===== src/rtl/nibble_serial_adder_ctrl_pkg.sv =====
// Shared definitions for the nibble-serial add/subtract controller:
// FSM state encoding, slice width and the saturation bound helper.
package nibble_serial_adder_ctrl_pkg;

    localparam int unsigned NIBBLE_W = 4;

    typedef enum logic [1:0] {
        StIdle = 2'd0,
        StRun  = 2'd1,
        StDone = 2'd2
    } state_e;

    // Most-positive (neg=0) or most-negative (neg=1) value of a width-bit
    // two's-complement number, zero-extended to 64 bits. Valid for width 1..64.
    function automatic logic [63:0] sat_value(input int unsigned width, input logic neg);
        logic [63:0] msb;
        msb = 64'd1 << (width - 1);
        return neg ? msb : (msb - 64'd1);
    endfunction

endpackage


===== src/rtl/adder_4_slice.sv =====
// Combinational 4-bit adder slice. Also exports the carry into bit 3 so the
// controller can derive signed overflow on the most significant nibble.
module adder_4_slice (
    input  logic [3:0] a,
    input  logic [3:0] b,
    input  logic       cin,
    output logic [3:0] s,
    output logic       cout,
    output logic       c3
);

    logic [3:0] lo;
    logic [1:0] hi;

    // Split at bit 3 so the internal carry is directly observable.
    always_comb begin
        lo   = {1'b0, a[2:0]} + {1'b0, b[2:0]} + {3'b000, cin};
        hi   = {1'b0, a[3]} + {1'b0, b[3]} + {1'b0, lo[3]};
        s    = {hi[0], lo[2:0]};
        c3   = lo[3];
        cout = hi[1];
    end

endmodule


===== src/rtl/nibble_serial_adder_ctrl.sv =====
// Multi-cycle WIDTH-bit add/subtract built around one shared 4-bit slice,
// processing one nibble per clock LSB first, with a start/done handshake.
// WIDTH must be a multiple of 4, between 4 and 64.
// Optional build macro SERIAL_ADD_SAT_EN: saturate sum on signed overflow.
module nibble_serial_adder_ctrl
    import nibble_serial_adder_ctrl_pkg::*;
#(
    parameter int unsigned WIDTH = 16
) (
    input  logic             clk,
    input  logic             rst,
    input  logic             start,
    input  logic             sub,
    input  logic [WIDTH-1:0] a,
    input  logic [WIDTH-1:0] b,
    output logic             busy,
    output logic             done,
    output logic [WIDTH-1:0] sum,
    output logic             cout,
    output logic             overflow
);

    localparam int unsigned NumNib = WIDTH / NIBBLE_W;
    localparam int unsigned KW     = (NumNib > 1) ? $clog2(NumNib) : 1;

    state_e           state_q, state_d;
    logic [WIDTH-1:0] a_q, a_d;
    logic [WIDTH-1:0] b_q, b_d;
    logic             carry_q, carry_d;
    logic [KW-1:0]    k_q, k_d;
    logic [WIDTH-1:0] sum_q, sum_d;
    logic             cout_q, cout_d;
    logic             ovf_q, ovf_d;

    logic [NIBBLE_W-1:0] slice_s;
    logic                slice_cout;
    logic                slice_c3;
    logic                last_nib;

    // Operands shift right each RUN cycle, so the active nibble is always [3:0].
    adder_4_slice u_slice (
        .a    (a_q[NIBBLE_W-1:0]),
        .b    (b_q[NIBBLE_W-1:0]),
        .cin  (carry_q),
        .s    (slice_s),
        .cout (slice_cout),
        .c3   (slice_c3)
    );

    assign last_nib = (k_q == KW'(NumNib - 1));

    // Next-state logic: operand capture, nibble sequencing and result capture.
    always_comb begin
        state_d = state_q;
        a_d     = a_q;
        b_d     = b_q;
        carry_d = carry_q;
        k_d     = k_q;
        sum_d   = sum_q;
        cout_d  = cout_q;
        ovf_d   = ovf_q;

        unique case (state_q)
            StIdle, StDone: begin
                if (start) begin
                    a_d     = a;
                    // Subtraction as a + ~b + 1: the +1 enters as the initial carry.
                    b_d     = sub ? ~b : b;
                    carry_d = sub;
                    k_d     = '0;
                    state_d = StRun;
                end else begin
                    state_d = StIdle;
                end
            end
            StRun: begin
                sum_d[k_q*NIBBLE_W +: NIBBLE_W] = slice_s;
                carry_d = slice_cout;
                a_d     = a_q >> NIBBLE_W;
                b_d     = b_q >> NIBBLE_W;
                k_d     = k_q + KW'(1);
                if (last_nib) begin
                    cout_d  = slice_cout;
                    ovf_d   = slice_c3 ^ slice_cout;
                    k_d     = '0;
                    state_d = StDone;
`ifdef SERIAL_ADD_SAT_EN
                    // a_q[3] now holds the original sign bit of A.
                    if (slice_c3 ^ slice_cout) begin
                        sum_d = WIDTH'(sat_value(WIDTH, a_q[NIBBLE_W-1]));
                    end
`endif
                end
            end
            default: state_d = StIdle;
        endcase
    end

    // State and datapath registers with synchronous reset.
    always_ff @(posedge clk) begin
        if (rst) begin
            state_q <= StIdle;
            a_q     <= '0;
            b_q     <= '0;
            carry_q <= 1'b0;
            k_q     <= '0;
            sum_q   <= '0;
            cout_q  <= 1'b0;
            ovf_q   <= 1'b0;
        end else begin
            state_q <= state_d;
            a_q     <= a_d;
            b_q     <= b_d;
            carry_q <= carry_d;
            k_q     <= k_d;
            sum_q   <= sum_d;
            cout_q  <= cout_d;
            ovf_q   <= ovf_d;
        end
    end

    // Handshake outputs decode the registered state, so done is a clean pulse.
    always_comb begin
        busy     = (state_q == StRun);
        done     = (state_q == StDone);
        sum      = sum_q;
        cout     = cout_q;
        overflow = ovf_q;
    end

endmodule


===== config.mk =====
export PLATFORM = sky130hd
export DESIGN_NAME = nibble_serial_adder_ctrl
export DESIGN_NICKNAME = d
export VERILOG_FILES = /design/src/rtl/nibble_serial_adder_ctrl_pkg.sv /design/src/rtl/adder_4_slice.sv /design/src/rtl/nibble_serial_adder_ctrl.sv
export SDC_FILE = /design/constraint.sdc
export NUM_CORES = 1
export LEC_CHECK = 0
export BUFFER_PORTS_ARGS = -buffer_cell sky130_fd_sc_hd__buf_2
export CAP_MARGIN = 25
export CORE_UTILIZATION = 53
export CTS_BUF_LIST = sky130_fd_sc_hd__clkbuf_2 sky130_fd_sc_hd__clkbuf_4 sky130_fd_sc_hd__clkbuf_8
export DETAILED_ROUTE_END_ITERATION = 10
export PLACE_DENSITY = 0.76
export SYNTH_ARGS = -nofsm -noshare
export SYNTH_HDL_FRONTEND = slang
export SYNTH_SLANG_ARGS = --single-unit

===== constraint.sdc =====
create_clock -name clk -period 4.8 [get_ports clk]
set_clock_uncertainty 0.1 [all_clocks]
set_input_delay 0.24 -clock clk [delete_from_list [all_inputs] [get_ports clk]]
set_output_delay 0.24 -clock clk [all_outputs]
set_load 0.05 [all_outputs]

* Yosys cells after proc, flatten, opt, wreduce, memory -nomap -nowiden
Cells that the tools add are included.
** Storage, ports and cells
- Memories :: 0
- Bits of input ports :: 36
- Output and inout port bits :: 20
- Bits in read-only memories :: 0
- Bits in writable memories :: 0
- Register bits after elaboration :: 55
- Logic and storage cells :: 42
- Bits in latches :: 0
** Operators by class
- Reduce and logical (&&, ||, !) cells :: 5
- Add/sub/neg operators :: 6
- Divide/modulo/power cells :: 0
- Magnitude comparators :: 0
- $mul :: 0
- Bitwise operators :: 2
- Muxes and demuxes :: 14
- Eq/ne operators :: 5
- Shifts and indexed selects :: 2
** Operators with widths (count)
- $pmux W16 S2 :: 2
- $mux W16 :: 3
- $neg A4 Y34 :: 1
- $shift A4 B34 Y16 const A :: 1
- $shiftx A4 B34 Y16 :: 1
- $bwmux W16 :: 1
- $not A16 Y16 :: 1
- $pmux W2 S2 :: 2
- $mux W2 :: 3
- $add A3 B3 Y4 :: 1
- $add A4 B1 Y4 :: 1
- $eq A2 B2 Y1 const B :: 2
- $reduce_and A2 Y1 :: 2
- $add A1 B1 Y2 :: 1
- $add A2 B1 Y2 :: 1
- $add A2 B1 Y2 const B :: 1
- $eq A2 B1 Y1 const B :: 1
- $logic_not A2 Y1 :: 1
- $mux W1 :: 2
- $ne A2 B1 Y1 const B :: 1
- $ne A2 B2 Y1 const B :: 1
- $pmux W1 S2 :: 1
- $reduce_bool A2 Y1 :: 1
- $reduce_or A2 Y1 :: 1
- $xor A1 B1 Y1 :: 1

* Depth between registers and ports, before layout
Gate-level depths: netlist (run 1).
- Depth in word-level cells :: 5
- Mapped depth :: 6
- Depth with buffers taken out :: 6

* Cells and area by module
From an unflattened synthesis (run 1), not the netlist that was laid out.
** Second synthesis, totals
- Cells, all modules :: 305
- Area, all modules :: 2715.1 um2
** Modules (own cells, without submodules)
- nibble_serial_adder_ctrl :: cells each 284, area each 2558.7 um2, seq. area each 1101.1 um2, instances 1
- adder_4_slice :: cells each 21, area each 156.4 um2, seq. area each 0.0 um2, instances 1

* Worst setup path before layout (run 1)
Ideal clock, no wire load.
- Path type :: register -> register
- Start :: reg a_q[0]
- End :: reg ovf_q (netlist: overflow)
- Path buffers :: 0
- Period minus slack after synthesis :: 1.886 ns
- Required time :: 4.594 ns
- Path slack :: 2.914 ns
- Setup time :: 0.106 ns
- Arrival time :: 1.680 ns
- Stages on the path, launching flop included :: 7
- Cells stage by stage :: dfxtp_1 > fa_1 > nand3_1 > nand2_1 > fa_1 > a2111o_1 > o311ai_0
** Between the ends
- Cells in the longest elaborated chain, start to end :: 4
** RTL lines
- start, declared :: line nibble_serial_adder_ctrl.sv:27 : logic [WIDTH-1:0] a_q, a_d;
- start signal, assigned :: line nibble_serial_adder_ctrl.sv:103 : a_q <= '0;
- start signal, assigned :: line nibble_serial_adder_ctrl.sv:112 : a_q <= a_d;
- $add A3 B3 Y4 :: line adder_4_slice.sv:17 : lo = {1'b0, a[2:0]} + {1'b0, b[2:0]} + {3'b000, cin};
- $add A4 B1 Y4 :: line adder_4_slice.sv:17
- $add A2 B1 Y2 :: line adder_4_slice.sv:18 : hi = {1'b0, a[3]} + {1'b0, b[3]} + {1'b0, lo[3]};
- named net slice_cout :: line nibble_serial_adder_ctrl.sv:36 : logic slice_cout;
- $xor A1 B1 Y1 :: line nibble_serial_adder_ctrl.sv:84 : ovf_d = slice_c3 ^ slice_cout;
- end signal, assigned :: line nibble_serial_adder_ctrl.sv:118 : ovf_q <= ovf_d;
- end, declared :: line nibble_serial_adder_ctrl.sv:33 : logic ovf_q, ovf_d;
The timed path passes the listed nets, and every way through them passes these cells.
A chain may end at the register's enable or synchronous reset.

* Worst setup path in the final report (run 1)
- Start :: reg state_q[0]
- End :: out busy
** Between the ends
- Cells in the longest elaborated chain, start to end :: 1
** RTL lines
- start, declared :: line nibble_serial_adder_ctrl.sv:26 : state_e state_q, state_d;
- start signal, assigned :: line nibble_serial_adder_ctrl.sv:102 : state_q <= StIdle;
- start signal, assigned :: line nibble_serial_adder_ctrl.sv:111 : state_q <= state_d;
- $eq A2 B1 Y1 :: line nibble_serial_adder_ctrl.sv:124 : busy = (state_q == StRun);
- end, declared :: line nibble_serial_adder_ctrl.sv:16 : output logic busy,
Every way passes these cells.

==> flow_metrics.tcl, run 1 <==
set metrics [dict create \
    fin_util_pct 63.0 \
    powerDensity_nw_per_um2 305 \
    critical_path_class "reg2out" \
    slew_violations 0 \
    fin_nets 369 \
    endpoint_kind "primary output" \
    gp_congestion 0.789 \
    p_sw_mw 0.255 \
    drt.antenna.violating_nets 0 \
    die_h_um 71.9 \
    grt_setup_unrepaired "no" \
    viasPerCell 5.59 \
    antennaDiodeCount 0 \
    synth_commonest_cells "55 x dfxtp_1, 35 x a21oi_1, 35 x nand3_1, 25 x a22oi_1, 17 x xor2_1" \
    yosys-top-cells-area "dfxtp_1 43%, a22oi_1 7.2%, a21oi_1 6.8%" \
    intPower_mw 0.653 \
    ys_ff_latch 55 \
    synthToLayoutAreaGrowth_pct 15.0 \
    die_w_um 71.9 \
    drt_wl_total_mm 5.41 \
    ctsHoldBuffers 0 \
    yosysSeqAreaShare_pct 42.5 \
    cts-buffers-inserted 5 \
    post_cts.repair.setup_buffers 0 \
    hold_viol 0 \
    coreArea_um2 4720 \
    status "finished clean" \
    seq_power_share_pct 54.6 \
    cts-root-buf "clkbuf_8" \
    worst_slew_pin_slew_ps 607 \
    rows 25 \
    vias 2173 \
    syn_area_um2 2590 \
    die_area_um2 5170 \
    period_share_pct 48.4 \
    cp_cell_sequence "nand2b_1, buf_4, inv_2, buf_2" \
    max_cap_viol_count 0 \
    fmax_mhz 431 \
    h-tree-depth 2 \
    yosys.area.top_type "dfxtp_1" \
    synthFlopType "dfxtp_1" \
    synth_nets 327 \
    crit_path_max_fanout 37 \
    gr-usage-all-layers_pct 21.3 \
    synth_edf_count 0 \
    syn_avg_cell_area_um2 9.25 \
    ys_types 34 \
    slowest_stage "dfxtp_1" \
    clkPwrFrac_pct 28.1 \
    clk_pin_slew_worst_paths_ps 80 \
    drt_iter0_drc 119 \
    holdPathStages 3 \
    synth.yosys.warnings 0 \
    place_hpwl_mm 3.59 \
    dr.pass1.iters 5 \
    cts_resized 0 \
    irDropWorstVdd_mv 0.213 \
    async_flop_share_pct 0 \
    start_kind "register" \
    layout-drive-gt1-share_pct 23.6 \
    start_util_pct 54.8 \
    clockBufferDepth 2 \
    grt_pass1_vias 1919 \
    cts_tree "yes" \
    antenna_found_initial 0 \
    synthCells 280 \
    fin_setup_tns_ps 0 \
    reg2reg_depth 5 \
    synth_most_common_cell "dfxtp_1" \
    grt_pass1_wl_mm 8.71 \
    max_stage_delay_ps 480 \
    post_drt_wl_per_cell_um 13.9 \
    drc 0 \
    crit_arrival_ps 1980 \
    grt_max_degree 64 \
    cellLeakagePower_nw 1.23 \
    grt-ovfl-total 0 \
    pwr-share-comb_pct 17.3 \
    setup_viol 0 \
    crit_required_ps 4460 \
    synth_top_cell_area_share_pct 42.5 \
    clk_latency_ps 300 \
    finalCriticalPeriod_ps 2320 \
    hold_path.class "in2reg" \
    io_buffer_count 55 \
    switching_share_pct 28.1 \
    slew-limit-headroom_pct 59.0 \
    ios 56 \
    clkSinkCount 55 \
]
[routing by layer]
layer / GRT usage (%) / vias to the layer above / share of wire (%)
met1: 29.3 / 1013 / 46
met3: 4.17 / 7 / 4.3
met2: 32.9 / 63 / 49
li1: - / 1090 / -
met5: 0 / - / 0
met4: 9.37 / 0 / 1.4
[flip-flops by register name, summed over array words and instances (netlist names)]
name,cells
state_q,2
overflow,1
sum,16
k_q,2
a_q,16
carry_q,1
cout,1
b_q,16
[placed cells by master, fill, tap and decap left out, types with 2 or more instances in the layout]
cell,synthesis,final
a21oi_1,35,35
a22oi_1,25,25
a32oi_1,8,8
and2_4,2,2
buf_2,14,55
buf_4,1,3
clkbuf_8,0,6
dfxtp_1,55,55
fa_1,3,3
ha_1,8,8
inv_1,10,10
nand2_1,10,10
nand2b_1,9,9
nand3_1,35,35
nand3b_1,4,4
nor2_1,12,12
o32ai_1,4,4
o32ai_2,4,4
xor2_1,17,17
[stage by stage]
step | setup slack [ps] | std cells | hold WS, ps | cell area (µm²) | power, mW
3_5_place_dp | 2730 | 381 | 360 | 2860 | 0.661
6_report | 2480 | 389 | 73.1 | 2980 | 0.909
2_1_floorplan | 2910 | 280 | 276 | 2590 | 0.619
4_1_cts | 2490 | 388 | 66.0 | 2950 | 0.911
3_3_place_gp | 2820 | 381 | 350 | 2860 | 0.658
5_1_grt | 2350 | 389 | 73.9 | 2980 | 0.956
[power by group through the flow]
stage | combinational [mW] | sequential (mW) | clock [mW]
final | 0.158 | 0.496 | 0.255
after global routing | 0.173 | 0.499 | 0.283
after CTS | 0.155 | 0.496 | 0.259
after detailed placement | 0.154 | 0.507 | 0
after global placement | 0.152 | 0.505 | 0
after floorplan | 0.110 | 0.508 | 0
[cell families after synthesis]
family | after synthesis | synth area share [%]
AOI/OAI and AO/OA | 80 | 21.9
and+or+nand+nor | 80 | 17.1
DFF | 55 | 42.5
buffers and inverters | 35 | 5.89
xor gates and xnor gates | 18 | 6.09
adders and majority gates | 11 | 6.18
muxes | 1 | 0.386
[final timing paths]
kind | from | to | slack (ps)
min | a[12] | a_q[12]$_SDFFE_PP0P_ | 70
max | state_q[0]$_SDFFE_PP0P_ | busy | 2480
min reg2reg | b_q[13]$_SDFFE_PP0P_ | b_q[13]$_SDFFE_PP0P_ | 370
max reg2reg | k_q[0]$_SDFFE_PP0P_ | sum[1]$_SDFFE_PP0P_ | 2710
[worst max-delay path: cells and delay by family, from the launching register on]
kind	cells	cell delay, ps
buffers and inverters	3	1110
flip-flops	1	480
AND/OR/NAND/NOR	1	80
[final cells by class]
class                           instances  area (µm²)
Timing Repair Buffer                   59         325
Sequential cell                        55        1100
Fill cell                             419        1750
Inverter                               11        41.3
Clock inverter                          1        5.00
Multi-Input combinational cell        190        1340
Tap cell                               67        83.8
Clock buffer                            6        82.6
Note: power is estimated with default switching activity, not from simulation.
==> run 2: changes to the inputs <==
==> constraint.sdc (replaced) <==
create_clock -name clk -period 2.3 [get_ports clk]
set_clock_uncertainty 0.1 [all_clocks]
set_input_delay 0.115 -clock clk [delete_from_list [all_inputs] [get_ports clk]]
set_output_delay 0.115 -clock clk [all_outputs]
set_load 0.05 [all_outputs]
==> run 2 against run 1 <==
Effect of this change: highest routed layer unchanged; final cell count grew 4.9%; die area is the same; sequential cell count is the same; clock-buffer cell count is the same; core utilization grew 4.1 points; largest power group unchanged; register-to-register slack lost 2400 ps; global-route usage grew 2.3 points; first-iteration DRC count grew 6.7%; critical path depth grew 2.
==> flow_metrics.tcl, run 2 (same netlist as run 1, synthesis figures left out) <==
set metrics [dict create \
    cp_cell_sequence "fa_1, nand3_1, nand2_1, fa_1, a2111o_1, o311ai_0" \
    die_w_um 71.9 \
    fmax_mhz 493 \
    fin_util_pct 67.2 \
    gp_congestion 0.802 \
    period_share_pct 88.3 \
    crit_required_ps 2410 \
    slew-limit-headroom_pct 54.4 \
    drc 0 \
    p_total_mw 2.05 \
    io_buffer_count 55 \
    post_drt_wl_per_cell_um 13.9 \
    drt_iter0_drc 127 \
    place_hpwl_mm 3.63 \
    die_h_um 71.9 \
    fin_area_um2 3170 \
    endpoint_kind "register" \
    cts-root-buf "clkbuf_8" \
    final_cell_mix "55 x dfxtp_1, 55 x buf_2, 35 x nand3_1, 35 x a21oi_1, 25 x a22oi_1" \
    holdWs_ps 8.97 \
    fin_setup_tns_ps 0 \
    vias 2240 \
    clk_pin_slew_worst_paths_ps 100 \
    fin_nets 387 \
    antenna_found_initial 0 \
    critPathTopFamily "adder cells" \
    cpMostUsedCell "fa_1" \
    status "finished clean" \
    post_cts.repair.setup_buffers 0 \
    worst_slew_pin_slew_ps 684 \
    crit_arrival_ps 2140 \
    cellLeakagePower_nw 1.31 \
    crit_path_max_fanout 4 \
    fin_ws_ps 270 \
    start_kind "register" \
    dr.pass1.iters 4 \
    viasPerCell 5.49 \
    slowest_stage "fa_1" \
    cts_tree "yes" \
    ios 56 \
    cp_num_buf_inv 0 \
    clkSinkCount 55 \
    setup_viol 0 \
    grt_max_degree 39 \
    die_area_um2 5170 \
    slew_violations 0 \
    critical_path_class "reg2reg" \
    finalCriticalPeriod_ps 2030 \
    drt.antenna.violating_nets 0 \
    gr-usage-all-layers_pct 23.7 \
    clk_latency_ps 310 \
    grt_pass1_vias 2095 \
    max_stage_delay_ps 450 \
    hold_path.class "in2reg" \
    grt_pass1_wl_mm 9.60 \
    drt_wl_total_mm 5.69 \
    max_cap_viol_count 0 \
    stdcell_count 408 \
    rows 25 \
    clockBufferDepth 2 \
    antennaDiodeCount 0 \
    dpl_cell_area_um2 2880 \
    cts-buffers-inserted 5 \
    layout-drive-gt1-share_pct 23.2 \
    synthToLayoutAreaGrowth_pct 22.5 \
    dp_slack_ps 230 \
    irDropWorstVdd_mv 0.361 \
    dp_cells 383 \
    powerDensity_nw_per_um2 645 \
    grt_setup_unrepaired "no" \
    hold_viol 0 \
    coreArea_um2 4720 \
    start_util_pct 54.8 \
    h-tree-depth 2 \
    grt-ovfl-total 0 \
]
## run 2: cell count changes in the layout (fill, tap and decap cells not counted), sizes merged
cell,before,now
dlygate4sd3,0,17
buf,59,60
bufinv,0,1
## run 2: worst min-delay path: stages
cell	delay, ps
buf_2	80
a22oi_1	60
a21oi_1	120
## run 2: final timing paths
check	startpoint	to	slack (ps)	depth (start not counted)
worst max-delay path	a_q[0]$_SDFFE_PP0P_	overflow$_SDFFE_PP0P_	270	6
worst min register to register	b_q[14]$_SDFFE_PP0P_	b_q[14]$_SDFFE_PP0P_	370	2
worst max register to register	a_q[0]$_SDFFE_PP0P_	overflow$_SDFFE_PP0P_	270	6
worst min-delay path	a[3]	a_q[3]$_SDFFE_PP0P_	9	3
## run 2: final cells by class
type,count,area (µm²)
repair buffers,77,483
flip-flops and latches,55,1100
multi-input cells,190,1350
clock buffers,6,82.6
clock inverters,2,35.0
fillers,399,1550
inverters,11,41.3
well taps,67,83.8
## run 2: metal layers
layer  vias to the layer above  wire length [µm]  global-route usage, %  part of all wire [%]
met4                         0                99                   10.0                   1.7
met2                        63              2720                   38.2                    48
met5                         -                 0                      0                     0
met3                         7               248                   4.17                   4.4
met1                      1049              2620                   31.5                    46
li1                       1121                 -                      -                     -
## run 2: where the power goes
group / switching [mW] / leakage (nW) / total [mW] / internal (mW)
combinational: 0.205 / 0.802 / 0.348 / 0.143
clock: 0.309 / 0.0612 / 0.662 / 0.353
sequential: 0.0342 / 0.449 / 1.04 / 1.00
## run 2: repair_timing
item,4_1_cts,5_1_grt
hold buffers,17,0
resized for setup,0,1
setup endpoints to repair,0,3
hold endpoints to repair,17,0
